==> config.mk <==
export PLATFORM = sky130hd
export DESIGN_NAME = hwag_injector_pulse
export DESIGN_NICKNAME = d
export VERILOG_FILES = /design/src/rtl/hwag_injector_pulse.sv
export SDC_FILE = /design/constraint.sdc
export NUM_CORES = 1
export LEC_CHECK = 0
export CAP_MARGIN = 10
export CELL_PAD_IN_SITES_DETAIL_PLACEMENT = 1
export CELL_PAD_IN_SITES_GLOBAL_PLACEMENT = 2
export CORE_MARGIN = 3
export CORE_UTILIZATION = 32
export DETAILED_ROUTE_END_ITERATION = 12
export GPL_TIMING_DRIVEN = 0
export PLACE_DENSITY = 0.83
export SLEW_MARGIN = 20
export SYNTH_ARGS = -nofsm -noshare
export SYNTH_HDL_FRONTEND = slang
export SYNTH_SLANG_ARGS = --single-unit
export TNS_END_PERCENT = 30
==> constraint.sdc <==
create_clock -name clk -period 5.8 [get_ports clk]
set_input_delay 1.74 -clock clk [delete_from_list [all_inputs] [get_ports clk]]
set_output_delay 1.74 -clock clk [all_outputs]
set_load 0.005 [all_outputs]
==> src/rtl/hwag_injector_pulse.sv <==
// hwag_injector_pulse: angle-triggered, time-terminated injector pulse generator.
// A pulse starts on the clock after acnt_data matches the shadowed start angle and
// lasts exactly sh_width enabled clk cycles. Shadows are frozen while a pulse runs,
// so reprogramming only affects the next pulse.
// Optional build macro: HWAG_INJ_PULSE_CNT_EN adds a 16-bit completed-pulse counter
// on output inj_cnt (cleared by ovr_clr).
module hwag_injector_pulse #(
    parameter int ANGLE_W   = 24,
    parameter int TIME_W    = 24,
    parameter int ANGLE_TOP = 3839
) (
    input  logic               clk,
    input  logic               rst,
    input  logic               ena,
    input  logic               hwag_start,
    input  logic               acnt_ena,
    input  logic [ANGLE_W-1:0] acnt_data,
    input  logic [ANGLE_W-1:0] start_angle,
    input  logic [TIME_W-1:0]  pulse_width,
    input  logic               ovr_clr,
    output logic               inj_out,
    output logic               busy,
    output logic               overrun
`ifdef HWAG_INJ_PULSE_CNT_EN
    ,
    output logic [15:0]        inj_cnt
`endif
);

    typedef enum logic [1:0] {
        IDLE    = 2'd0,
        ARMED   = 2'd1,
        ACTIVE  = 2'd2,
        HOLDOFF = 2'd3
    } state_t;

    state_t             state_q, state_d;
    logic [TIME_W-1:0]  timer_q, timer_d;
    logic [ANGLE_W-1:0] sh_angle_q, sh_angle_d;
    logic [TIME_W-1:0]  sh_width_q, sh_width_d;
    logic               inj_q, inj_d;
    logic               ovr_q, ovr_d;

    // Angle match against the shadowed start angle; an out-of-range start angle never
    // matches, so a channel programmed beyond the top of the revolution stays silent.
    logic angle_hit;
    logic angle_valid;
    assign angle_valid = (sh_angle_q <= ANGLE_W'(ANGLE_TOP));
    assign angle_hit   = acnt_ena && (acnt_data == sh_angle_q) && angle_valid;

`ifdef HWAG_INJ_PULSE_CNT_EN
    logic [15:0] cnt_q, cnt_d;
`endif

    // Next-state, timer, shadow, output and flag logic; everything holds when ena=0.
    always_comb begin
        state_d    = state_q;
        timer_d    = timer_q;
        sh_angle_d = sh_angle_q;
        sh_width_d = sh_width_q;
        inj_d      = inj_q;
        ovr_d      = ovr_q;
`ifdef HWAG_INJ_PULSE_CNT_EN
        cnt_d      = cnt_q;
`endif
        if (ena) begin
            if (ovr_clr) begin
                ovr_d = 1'b0;
`ifdef HWAG_INJ_PULSE_CNT_EN
                cnt_d = 16'd0;
`endif
            end

            // Shadows track the programming registers except during a pulse.
            if (state_q != ACTIVE) begin
                sh_angle_d = start_angle;
                sh_width_d = pulse_width;
            end

            case (state_q)
                IDLE: begin
                    if (hwag_start) begin
                        state_d = ARMED;
                    end
                end
                ARMED: begin
                    if (angle_hit && (sh_width_q != '0)) begin
                        state_d = ACTIVE;
                        timer_d = sh_width_q;
                        inj_d   = 1'b1;
                    end
                end
                ACTIVE: begin
                    // A second hit during the pulse is flagged but never restarts it.
                    if (angle_hit) begin
                        ovr_d = 1'b1;
                    end
                    if (timer_q != '0) begin
                        timer_d = timer_q - 1'b1;
                    end
                    if (timer_q == TIME_W'(1)) begin
                        state_d = HOLDOFF;
                        inj_d   = 1'b0;
`ifdef HWAG_INJ_PULSE_CNT_EN
                        cnt_d   = cnt_d + 16'd1;
`endif
                    end
                end
                HOLDOFF: begin
                    // Wait for the angle to move on so one angle step fires only once.
                    if (acnt_data != sh_angle_q) begin
                        state_d = ARMED;
                    end
                end
                default: begin
                    state_d = IDLE;
                end
            endcase

            // Losing angle sync wins over everything and truncates a running pulse.
            if (!hwag_start) begin
                state_d = IDLE;
                timer_d = '0;
                inj_d   = 1'b0;
`ifdef HWAG_INJ_PULSE_CNT_EN
                if (ovr_clr) begin
                    cnt_d = 16'd0;
                end else begin
                    cnt_d = cnt_q;
                end
`endif
            end
        end
    end

    // State register with synchronous active-high reset.
    always_ff @(posedge clk) begin
        if (rst) begin
            state_q    <= IDLE;
            timer_q    <= '0;
            sh_angle_q <= '0;
            sh_width_q <= '0;
            inj_q      <= 1'b0;
            ovr_q      <= 1'b0;
        end else begin
            state_q    <= state_d;
            timer_q    <= timer_d;
            sh_angle_q <= sh_angle_d;
            sh_width_q <= sh_width_d;
            inj_q      <= inj_d;
            ovr_q      <= ovr_d;
        end
    end

`ifdef HWAG_INJ_PULSE_CNT_EN
    // Completed-pulse counter register.
    always_ff @(posedge clk) begin
        if (rst) begin
            cnt_q <= 16'd0;
        end else begin
            cnt_q <= cnt_d;
        end
    end
    assign inj_cnt = cnt_q;
`endif

    assign inj_out = inj_q;
    assign busy    = (state_q == ACTIVE);
    assign overrun = ovr_q;

endmodule

======== Yosys cells after proc, flatten, opt, wreduce, memory -nomap -nowiden ========
Index checks and enable logic that the tools add are counted.
cells by class
  $add $sub $neg .......................... 1
  multipliers ............................. 0
  divide/modulo/power cells ............... 0
  $lt $le $gt $ge ......................... 1
  equal/unequal tests ..................... 12
  shift-type cells ........................ 0
  muxes and demuxes ....................... 16
  bitwise gates (word level) .............. 0
  reductions and logical operators ........ 10
operator list
  kind                                                    count
  two-way mux 24 bit                                      3
  case mux 24 bit (2 select lines)                        1
  nonzero test 24 bit                                     2
  == test 24 x 1 -> 1 bit (second input constant)         1
  == test 24 bit                                          1
  <= comparator 24 x 12 -> 1 bit (second input constant)  1
  != test 24 bit                                          1
  subtractor 24 x 1 -> 24 bit (second input constant)     1
  AND reduction 4 bit                                     3
  two-way mux 2 bit                                       4
  case mux 2 bit (4 select lines)                         1
  two-way mux 1 bit                                       6
  != test 3 x 2 -> 1 bit (second input constant)          2
  != test 3 bit (second input constant)                   2
  == test 2 bit (second input constant)                   2
  logical AND 1 bit                                       3
  != test 3 x 1 -> 1 bit (second input constant)          1
  == test 2 x 1 -> 1 bit (second input constant)          1
  logical NOT 2 bit                                       1
  != test 2 bit (second input constant)                   1
  case mux 1 bit (2 select lines)                         1
  AND reduction 2 bit                                     1
word-level totals
  bits in registers ....................... 76
  bits in latches ......................... 0
  memory bits (writable) .................. 0
  bits in read-only memories .............. 0
  input bits .............................. 78
  logic and storage cells ................. 46
  memories ................................ 0

======== Depth between registers and ports, before layout ========
Gate-level depths: netlist of run 1.
  depth in word-level cells ............... 7
  gate-level depth with buffers ........... 11
  mapped depth without buffers ............ 8

======== Least setup slack after synthesis of run 1 ========
Ideal clock, no wire load.
  kind .................................... input to register
  start point ............................. input acnt_data[15]
  end point ............................... register timer_q[13]
  library setup time ...................... 0.126 ns
  arrival ................................. 3.253 ns
  slack ................................... 2.420 ns
  stages .................................. 9
  path buffers ............................ 2
  cell sequence ........................... xor2_1 -> nor4_2 -> nand4_2 -> o311ai_4 -> nand2_4 -> buf_12 -> buf_6 -> o211ai_1 -> o21ai_1
on the way
  word-level cells in the longest chain between the ends .. 6
RTL lines
  what                                  RTL line  RTL
  from (decl)                           17        input logic [ANGLE_W-1:0] acnt_data,
  == test 24 bit                        49        assign angle_hit = acnt_ena && (acnt_data == sh_angle_q) && angle_valid;
  logical AND 1 bit (2 in series)       49
  logical AND 1 bit                     87        if (angle_hit && (sh_width_q != '0)) begin
  != test 3 bit (no source line)        -
  AND reduction 4 bit (no source line)  -
  to (signal assigned)                  147       timer_q <= timer_d;
  to (decl)                             38        logic [TIME_W-1:0] timer_q, timer_d;
No other way between the ends.
A chain may end at the register's enable or synchronous reset.

======== Worst setup path after layout of run 1 ========
  start point ............................. input acnt_data[4]
  end point ............................... register timer_q[2]
The elaborated chain is that of the path after synthesis.

==> results of run 1 <==
[layout by cell type (no fill, tap or decap), types with 3 or more instances in the layout]
cell type and n:
inv_1 12, nor2_1 27, xor2_1 27, a22oi_1 3, bufinv_16 4, clkdlybuf4s50_1 80
nand4_1 5, buf_6 3, or3_1 4, o211ai_1 15, nor4_2 4, o21ai_1 3
o32ai_1 4, o221a_2 3, dfxtp_1 76, and3_1 3, nor3_1 14, clkbuf_16 9
a31oi_1 9, clkbuf_1 22, o21ai_0 16, nor4_1 14, nor2b_1 3, ha_1 5
mux2i_1 3, a21oi_1 74, a211oi_1 3, nand2_1 112
[flip-flops by register name, summed over array words and instances (netlist names)]
name / cells
state_q: 2
overrun: 1
sh_angle_q: 24
timer_q: 24
inj_out: 1
sh_width_q: 24
[synth_stat cells (all sizes together), types with 3 or more instances]
cell type  count
ha             5
inv           12
a211oi         4
nand2        113
nor4          19
dfxtp         76
nor2          28
a21oi         75
a22oi          3
buf            7
nand4          7
and2           3
nor2b          3
xor2          27
o21ai         19
or3            4
and3           3
o221a          3
clkbuf        23
o211ai        15
nor3          16
a31oi          9
mux2i          3
o32ai          4
[path summary, 6_finish.rpt]
check	endpoint	start	cells past startpoint	slack, ps
min reg2reg	sh_angle_q[5]$_SDFFE_PP0P_	sh_angle_q[5]$_SDFFE_PP0P_	2	470
max reg2reg	timer_q[2]$_SDFFE_PP0P_	sh_width_q[0]$_SDFFE_PP0P_	7	3120
min	sh_angle_q[5]$_SDFFE_PP0P_	sh_angle_q[5]$_SDFFE_PP0P_	2	470
max	timer_q[2]$_SDFFE_PP0P_	acnt_data[4]	8	1910
[cell type report]
class | instances | area [µm²] | share of cell area (%)
Sequential cell | 76 | 1520 | 28.8
Multi-Input combinational cell | 381 | 2190 | 41.4
Timing Repair Buffer | 80 | 801 | 15.2
Clock buffer | 10 | 239 | 4.53
Clock inverter | 6 | 135 | 2.56
Inverter | 13 | 48.8 | 0.925
Buffer | 31 | 168 | 3.18
Tap cell | 143 | 179 | 3.39
[metrics by stage]
step	std cells	hold WS, ps	instance area, µm²	setup slack (ps)	total power, µW
after CTS	740	478	5280	1900	1570
after detailed placement	724	468	4900	1560	845
final	740	475	5280	1910	1550
after global placement	724	454	4900	1510	840
after floorplan	501	444	3920	2420	729
after global routing	740	495	5280	1670	1620
[worst reg2reg max path: stages (launching register included)]
cell and delay [ps]:
dfxtp_1 350, nor4_1 480, nand4_1 210, o211ai_1 480
o311ai_4 150, nand3_1 270, clkbuf_1 430, o21ai_0 180
[cell families after synthesis]
group,count (synthesis),share of synthesized area [%]
AOI/OAI and AO/OA,140,21.9
xor gates and xnor gates,28,6.25
adders and majority gates,5,1.59
buffers and inverters,44,5.52
DFF,76,38.8
muxes,3,0.765
and+or+nand+nor,205,25.2
[metal layers]
| metal | track usage (%) | share of wire, % | wire length [µm] | vias up |
|---|---|---|---|---|
| met3 | 4.46 | 3.7 | 517 | 19 |
| met5 | 0 | 0 | 0 | - |
| met2 | 34.4 | 47 | 6630 | 83 |
| li1 | - | - | - | 1949 |
| met1 | 28.5 | 47 | 6620 | 1955 |
| met4 | 8.03 | 2.0 | 274 | 0 |
[report_power, final]
group	internal [µW]	switching (µW)	total, µW	leakage, µW
sequential	549	28.7	577	0.000622
clock	476	242	718	0.000175
combinational	118	141	258	0.00116
total	1140	412	1550	0.00196
==> impl_metrics.yaml, run 1 <==
outcome:
  status: "finished, final reports clean"
timing:
  hold_viol: 0
  fmax_mhz: 257
  slew_headroom_pct: 57.3
  finalMaxSlewViolations: 0
  skew_ps: 9.41
  rsz0062_at_grt: "false"
  finalCritPeriodShare_pct: 67.1
  tns_ps: 0
  fin_crit_ps: 3890
  tightest_slew_ps: 640
  setup_violations: 0
grt:
  grt_use_total_pct: 21.5
  grt_max_degree: 14
  grt_pass1_vias: 4158
  overflow: 0
  grt_pass1_wl_mm: 22.2
  antenna_found_initial: 0
die:
  ioPinCount: 81
  num_rows: 39
  dieArea_um2: 13600
  core_area_um2: 11700
  die_w_um: 117
  die_y_um: 117
  initial_utilization_pct: 33.5
logic_synthesis:
  yosys_register_bits: 76
  netlist_instances: 501
  yosys_most_used_dff: "dfxtp_1"
  synth_edf_count: 0
  ys_types: 54
  synth.area.top_cells: "dfxtp_1, nand2_1, a21oi_1, xor2_1, o211ai_1"
  synthArstFlopShare_pct: 0
  ys_warn_count: 0
  yosysTopAreaCell: "dfxtp_1"
  netlist_area_um2: 3920
  yosys.area.top_type_share_pct: 38.8
  syn_area_per_cell_um2: 7.83
  syn_nets: 584
  ys_seq_area_share_pct: 38.8
cts:
  cts_tree: "yes"
  cts_root_buf: "clkbuf_16"
  clk_path_buf_depth: 2
  clkLatencyLatePin_ps: 350
  ctsHtreeMaxLevel: 3
  clk_pin_slew_ps: 60
  cts_buffers: 9
  cts_sinks: 76
  post_cts_buffers: 0
  cts_resized: 0
  cts_hold_buffers: 0
min_path:
  min_path_type: "reg2reg"
place:
  port_buffers: 80
  dp_hpwl_mm: 10.5
  finalWeightedCongestion: 0.820
worst_setup_path:
  cp_max_fo: 10
  crit_path_end_kind: "register"
  cpMaxStageDelayCell: "clkdlybuf4s50_1"
  crit_required_ps: 6070
  path_class: "in2reg"
  crit_family: "simple AND/OR/NAND/NOR gates"
  critPathMaxStageDelay_ps: 410
  crit_buf_inv: 2
  cp.arrival_ps: 4160
  cp-start-kind: "input pin"
  path_cells: "clkdlybuf4s50_1 -> xor2_1 -> nor4_1 -> nand2_1 -> o311ai_4 -> nand3_1 -> clkbuf_1 -> o21ai_0"
finish:
  fill_cells: 1418
  final_nets: 675
  area_growth_pct: 34.5
  utilization_pct: 45.1
  n_antenna_cell: 0
  drive_above_1_share_pct: 7.20
run:
  max_cap_violations: 0
route:
  drt_iter0_drc: 189
  drt_wl_total_mm: 14.0
  drtAntennaViolNets: 0
  dr_total_vias: 4006
  routedWlPerCell_um: 19.0
  drc: 0
  drt-vias-per-instance: 5.41
  dr.pass1.iters: 4
pwr:
  peakVddDrop_mv: 0.154
  p_leak_uw: 0.00196
  power.density_nw_per_um2: 294
(Power assumes the default switching activity.)
==> inputs of run 2 (changes only) <==
CORE_UTILIZATION = 26   (was 32)
PLACE_DENSITY = 0.72   (was 0.83)
clock period = 3.3 ns   (was 5.8 ns; I/O delays follow)
==> run 2 against run 1 <==
Clock power grew 23%. Hold slack got worse by 14 ps. Via count down 1.1%. Final cell count is 5.4% higher. Non-clock buffer count stayed put. Critical path depth grew 2. Sequential cell count unchanged. Setup slack lost 1700 ps. Clock skew decreased by 3.6 ps. First-iteration DRC count shrank 2.1%. Routed wire length shrank 0.86%. Utilization shrank 9.5 points. Largest cell class unchanged.
==> impl_metrics.yaml, run 2 (synthesized netlist as in run 1, its figures left out) <==
outcome:
  status: "finished, final reports clean"
pwr:
  pwr-share-comb_pct: 19.5
  internal_power_uw: 1670
  p_leak_uw: 0.00191
  swShare_pct: 28.8
  clockPowerShare_pct: 37.4
  peakVddDrop_mv: 0.241
  power.density_nw_per_um2: 451
  netSwitchingPower_uw: 677
  pwr-share-seq_pct: 43.1
cts:
  clkLatencyLatePin_ps: 340
  cts_resized: 0
  cts_hold_buffers: 0
  cts_buffers: 9
  post_cts_buffers: 0
  cts_sinks: 76
  cts_root_buf: "clkbuf_16"
  clk_path_buf_depth: 2
  cts_tree: "yes"
  clk_pin_slew_ps: 60
  ctsHtreeMaxLevel: 3
timing:
  rsz0062_at_grt: "false"
  fin_crit_ps: 3080
  finalMaxSlewViolations: 0
  slew_headroom_pct: 54.2
  skew_ps: 5.79
  tns_ps: 0
  setup_violations: 0
  hold_viol: 0
  finalCritPeriodShare_pct: 93.2
  tightest_slew_ps: 687
  fmax_mhz: 325
route:
  dr_total_vias: 3962
  drt-vias-per-instance: 5.08
  drt_wl_total_mm: 13.9
  routedWlPerCell_um: 17.8
  drtAntennaViolNets: 0
  drc: 0
  dr.pass1.iters: 4
  drt_iter0_drc: 185
min_path:
  min_path_type: "reg2reg"
  worstHoldStart: "overrun$_SDFFE_PP0P_"
finish:
  final_nets: 675
  utilization_pct: 35.6
  fill_cells: 1754
  n_antenna_cell: 0
  multi_input_area_um2: 2190
  drive_above_1_share_pct: 6.88
  area_growth_pct: 32.8
  top_regs: "sh_angle_q x24, sh_width_q x24, timer_q x24"
  regArea_um2: 1520
  final_cell_mix: "nand2_1, clkdlybuf4s50_1, dfxtp_1"
  layout_commonest_cell: "nand2_1"
die:
  num_rows: 44
  initial_utilization_pct: 26.8
  ioPinCount: 81
  die_y_um: 129
  dieArea_um2: 16600
  die_w_um: 129
  core_area_um2: 14600
place:
  dp_hpwl_mm: 10.7
  finalWeightedCongestion: 0.826
  port_buffers: 80
worst_setup_path:
  cp.arrival_ps: 3300
  path_class: "in2reg"
  crit_path_end_kind: "register"
  reg2reg_slack_ps: 790
  cp_max_fo: 10
  crit_required_ps: 3520
  r2r-start: "state_q[0]$_SDFFE_PP0P_"
  cp-startpoint: "acnt_data[4]"
  cp-start-kind: "input pin"
grt:
  grt_pass1_vias: 4224
  grt_max_degree: 12
  grt_pass1_wl_mm: 21.9
  overflow: 0
  grt_use_total_pct: 17.0
  antenna_found_initial: 0
run:
  max_cap_violations: 0
-- run 2: layout make-up --
class                      count  share of cell area, %
tap                          184                   4.42
clock inverter                 3                  0.288
sequential                    76                   29.2
clock buffer                  12                   4.54
buffer                        31                   3.24
multi-input combinational    381                   42.0
timing repair buffer          80                   15.4
inverter                      13                  0.936
-- run 2: path summary, 6_finish.rpt --
path,end,depth (start not counted)
hold reg to reg,overrun$_SDFFE_PP0P_,2
setup reg to reg,sh_angle_q[3]$_SDFFE_PP0P_,8
setup / recovery,timer_q[23]$_SDFFE_PP0P_,10
hold / removal,overrun$_SDFFE_PP0P_,2
-- run 2: through the flow --
step           total power, µW  instance area [µm²]  cells  hold WS, ps  worst slack (ps)
4_1_cts                   2380                 5210    780          465              41.9
3_5_place_dp              1490                 4950    765          454              -305
5_1_grt                   2480                 5210    780          491              64.3
2_1_floorplan             1280                 3920    501          444               670
6_report                  2350                 5210    780          460               225
3_3_place_gp              1480                 4950    765          451              -238
-- run 2: worst max-delay path: stages --
cell and delay, ps:
clkdlybuf4s50_1 420, xor2_1 150, nor4_1 410, nand2_1 240, o311ai_4 390, nand2_4 120
buf_12 170, buf_6 150, o211ai_1 170, o21ai_1 80
-- run 2: power by group through the flow --
stage	Clock, µW	Combinational, µW	Sequential (µW)
floorplan	0	266	1020
global placement	0	450	1030
detailed placement	0	458	1030
CTS	909	460	1010
global route	952	504	1020
finish	880	458	1010
-- run 2: layer usage --
layer / global-route usage (%) / up-vias / share of wire (%)
li1: - / 1947 / -
met1: 22.3 / 1918 / 47
met2: 27.2 / 79 / 47
met3: 2.74 / 18 / 3.5
met4: 7.97 / 0 / 2.4
met5: 0 / - / 0
==> patch 1, RTL diff (settings of run 2) <==
The 4 states of `state_t` get a one-hot encoding in 4 bits.
--- a/src/rtl/hwag_injector_pulse.sv
+++ b/src/rtl/hwag_injector_pulse.sv
@@ -27,11 +27,11 @@
 `endif
 );
 
-    typedef enum logic [1:0] {
-        IDLE    = 2'd0,
-        ARMED   = 2'd1,
-        ACTIVE  = 2'd2,
-        HOLDOFF = 2'd3
+    typedef enum logic [3:0] {
+        IDLE    = 4'b0001,
+        ARMED   = 4'b0010,
+        ACTIVE  = 4'b0100,
+        HOLDOFF = 4'b1000
     } state_t;
 
     state_t             state_q, state_d;
Function: no difference found for any inputs over 10 cycles, from zero or initial values and one cycle with rst high; not proved beyond that.
==> patch 1 against run 2 <==
Power is 0.23% higher; sequential cell count up 2; critical path type is now flop to output pin; synthesized area grew 7.9%; cell area rose by 8.0%; wire length rose by 18%; combinational power fell by 19%; maximum frequency shrank 3.5%; setup slack got worse by 110 ps; core utilization is 0.16 points lower; largest cell class unchanged; clock power is 9.4% higher; highest routed layer unchanged.
==> patch 1: results (changes against run 2) <==
Detailed Routing Iterations Pass 1 5 (was 4); Final Instance Count excl. Fillers 851 (was 780); register share of the cell area 27.7% (was 29.2%); drt initial violations 274 (was 185); inverters 8 (was 13); Final HPWL DP 12.7 mm (was 10.7 mm); pre-CTS setup slack -397 ps (was -305 ps); Avg Inst Size Synth 7.90 um^2 (was 7.83 um^2); nets@finish 710 (was 675); hold_sp sh_angle_q[5] (was overrun); Leakage Power 2.11 nW (was 1.91 nW); top fanout value on the critical path 17 (was 10); multi-input gate share of total cell area 44.6% (was 42.0%); #MultiIn Comb 419 (was 381); syn_nets 616 (was 584); placed instance count 832 (was 765); FFs & Latches 78 (was 76); Post-Route Skew 9.60 ps (was 5.79 ps); wire length after detailed routing 16.4 mm (was 13.9 mm); multi-input logic area 2510 um^2 (was 2190 um^2); pin count of the biggest net entering global routing 18 (was 12); Post-synth top cells nand2_1, dfxtp_1, a21oi_1 (unchanged); CP arrival 2200 ps (was 3300 ps); Non-clk bufs 114 (was 111); Clock buf/inv share 5.09% (was 4.82%); Reg-to-Reg Start timer_q[0] (was state_q[0]); number of global-route vias before repair 4526 (was 4224); buffer share of cell area 17.2% (was 18.6%); fillers 1951 (was 1754); Placer Congestion 0.851 (was 0.826); peak supply drop 0.000212 V (was 0.000241 V); synth unique cells 67 (was 54); drt via density 5.18 (was 5.08); Placed Area 5310 um^2 (was 4950 um^2); crit path from state_q[2] (was acnt_data[4]); kind of cell adding the most delay to the critical path buffers and inverters (was simple AND/OR/NAND/NOR gates); first-pass GRT wire length 25.6 mm (was 21.9 mm); share of cells above drive strength 1 6.93% (was 6.88%); register area share after synthesis 36.9% (was 38.8%); Worst Tran Pin Value 779 ps (was 687 ps); outcome complete, no violations (unchanged); GRT Util Overall 18.5% (was 17.0%); final-layout clock buffer total 10 (was 12); Area contributors post-synth dfxtp_1, nand2_1, a21oi_1 (unchanged); CP peak stage delay 550 ps (was 420 ps)
[patch 1: per-layer routing]
metal  global-route usage [%]  part of all wire (%)  wire (um)
met1                     23.1                    45       7360
met2                     31.9                    49       8080
met3                     3.13                   3.8        621
met4                     6.74                   2.2        363
met5                        0                     0          0
[patch 1: cells by family after synthesis]
logic type	synth area share, %
and+or+nand+nor	27.4
AOI/OAI and AO/OA	23.2
DFF	36.9
buffers and inverters	3.99
xor gates and xnor gates	6.20
muxes	1.71
adders and majority gates	0.591
[patch 1: where the power goes]
part	switching, W	internal [W]
clock	0.000429	0.000534
sequential	0.0000420	0.000980
combinational	0.000196	0.000175
[patch 1: worst paths after layout]
check                       end  slack (ps)  cells after the start
hold / removal    sh_angle_q[5]         470                      2
hold reg to reg   sh_angle_q[5]         470                      2
setup reg to reg     timer_q[0]         400                      8
setup / recovery           busy         110                      4
[patch 1: repair_timing]
item,in CTS,in global routing
pin swaps,1,1
buffers inserted,3,1
setup endpoints to repair,8,15
gates resized for setup,2,1
==> patch 2, RTL diff (flow settings as in run 2) <==
Made on the original files. Build with the macro `HWAG_INJ_PULSE_CNT_EN` defined.
--- a/src/rtl/hwag_injector_pulse.sv
+++ b/src/rtl/hwag_injector_pulse.sv
@@ -4,6 +4,8 @@
 // so reprogramming only affects the next pulse.
 // Optional build macro: HWAG_INJ_PULSE_CNT_EN adds a 16-bit completed-pulse counter
 // on output inj_cnt (cleared by ovr_clr).
+`define HWAG_INJ_PULSE_CNT_EN
+
 module hwag_injector_pulse #(
     parameter int ANGLE_W   = 24,
     parameter int TIME_W    = 24,
Behaviour (old outputs only; new: inj_cnt): unchanged (Yosys induction, for registers that start in step).
==> patch 2 against run 2 <==
Setup slack gained 40 ps; core utilization shrank 0.67 points; cell area grew 27%; sequential cell count grew 16; first-iteration DRC count grew 37%; combinational power grew 13%; power grew 17%; synthesized area grew 29%; wire length grew 33%; largest cell class unchanged.
==> patch 2: results (changes against run 2) <==
first-pass GRT wire length 29.6 mm (was 21.9 mm); syn_nets 712 (was 584); peak supply drop 0.000221 V (was 0.000241 V); GRT met2 Usage 29.5% (was 27.2%); grt met3 use 3.24% (was 2.74%); Period Utilization, post-route 92.0% (was 93.2%); Netlist Area Pre-Place 5060 um^2 (was 3920 um^2); inverters 20 (was 13); Final HPWL DP 14.4 mm (was 10.7 mm); buffer share of cell area 16.9% (was 18.6%); nets@finish 816 (was 675); number of global-route vias before repair 5475 (was 4224); FFs & Latches 92 (was 76); number of I/O port buffers 92 (was 80); Post-synth top cells nand2_1, dfxtp_1, a21oi_1 (unchanged); final-layout clock buffer total 10 (was 12); outcome complete, no violations (unchanged); R2R Path End timer_q[7] (was sh_angle_q[3]); #MultiIn Comb 473 (was 381); GRT Util Overall 17.4% (was 17.0%); hold_ws 463 ps (was 460 ps); Clock buf/inv share 4.34% (was 4.82%); async set or reset register ratio after synthesis 0% (unchanged); Placer Congestion 0.841 (was 0.826); compound-cell area share of the yosys netlist 19.0% (was 21.9%); fillers 2301 (was 1754); register area share after synthesis 36.4% (was 38.8%); drt initial violations 254 (was 185); R2R Setup Slk 400 ps (was 790 ps); DR vias 5034 (was 3962); share of cells above drive strength 1 7.87% (was 6.88%); sequential cell area 1840 um^2 (was 1520 um^2); Final Instance Count excl. Fillers 997 (was 780); crit path from acnt_data[20] (was acnt_data[4]); GRT met1 Usage 22.1% (was 22.3%); Post-Route Skew 10.4 ps (was 5.79 ps); pin count of the biggest net entering global routing 17 (was 12); Worst Tran Pin Value 815 ps (was 687 ps); pre-CTS setup slack -369 ps (was -305 ps); Avg Inst Size Synth 8.06 um^2 (was 7.83 um^2); wire length after detailed routing 18.5 mm (was 13.9 mm); worst skew pair latency 360 ps (was 340 ps); multi-input logic area 2960 um^2 (was 2190 um^2); R2R depth 9 (was 8); Post-Synth XOR/XNOR Area 6.75% (was 6.25%); placed instance count 980 (was 765); post-synthesis adder-cell area fraction 1.48% (was 1.59%); post-synthesis mux area share 2.55% (was 0.765%)
-- patch 2: cell types whose count changed after synthesis, sizes merged, moves of 12 or more --
cell,before,now
nand4,7,27
o211ai,15,3
nand2,113,134
a21oi,75,60
xor2,27,5
dfxtp,76,92
xnor2,1,34
-- patch 2: metal layers --
layer / vias to the layer above / wire length, um
li1: 2457 / -
met1: 2421 / 8450
met2: 129 / 8760
met3: 27 / 833
met4: 0 / 422
met5: - / 0
-- patch 2: power by group --
group | internal (W) | switching, W | total [W]
logic | 0.000224 | 0.000295 | 0.000519
registers | 0.00115 | 0.0000457 | 0.00120
clock network | 0.000538 | 0.000503 | 0.00104
-- patch 2: worst max-delay path, stage by stage --
cell             delay (ps)
clkdlybuf4s50_1         480
xnor2_1                 140
nand4_1                 170
nor4_4                  480
a31o_2                  240
buf_2                   240
nand4_2                 320
o32ai_1                 220
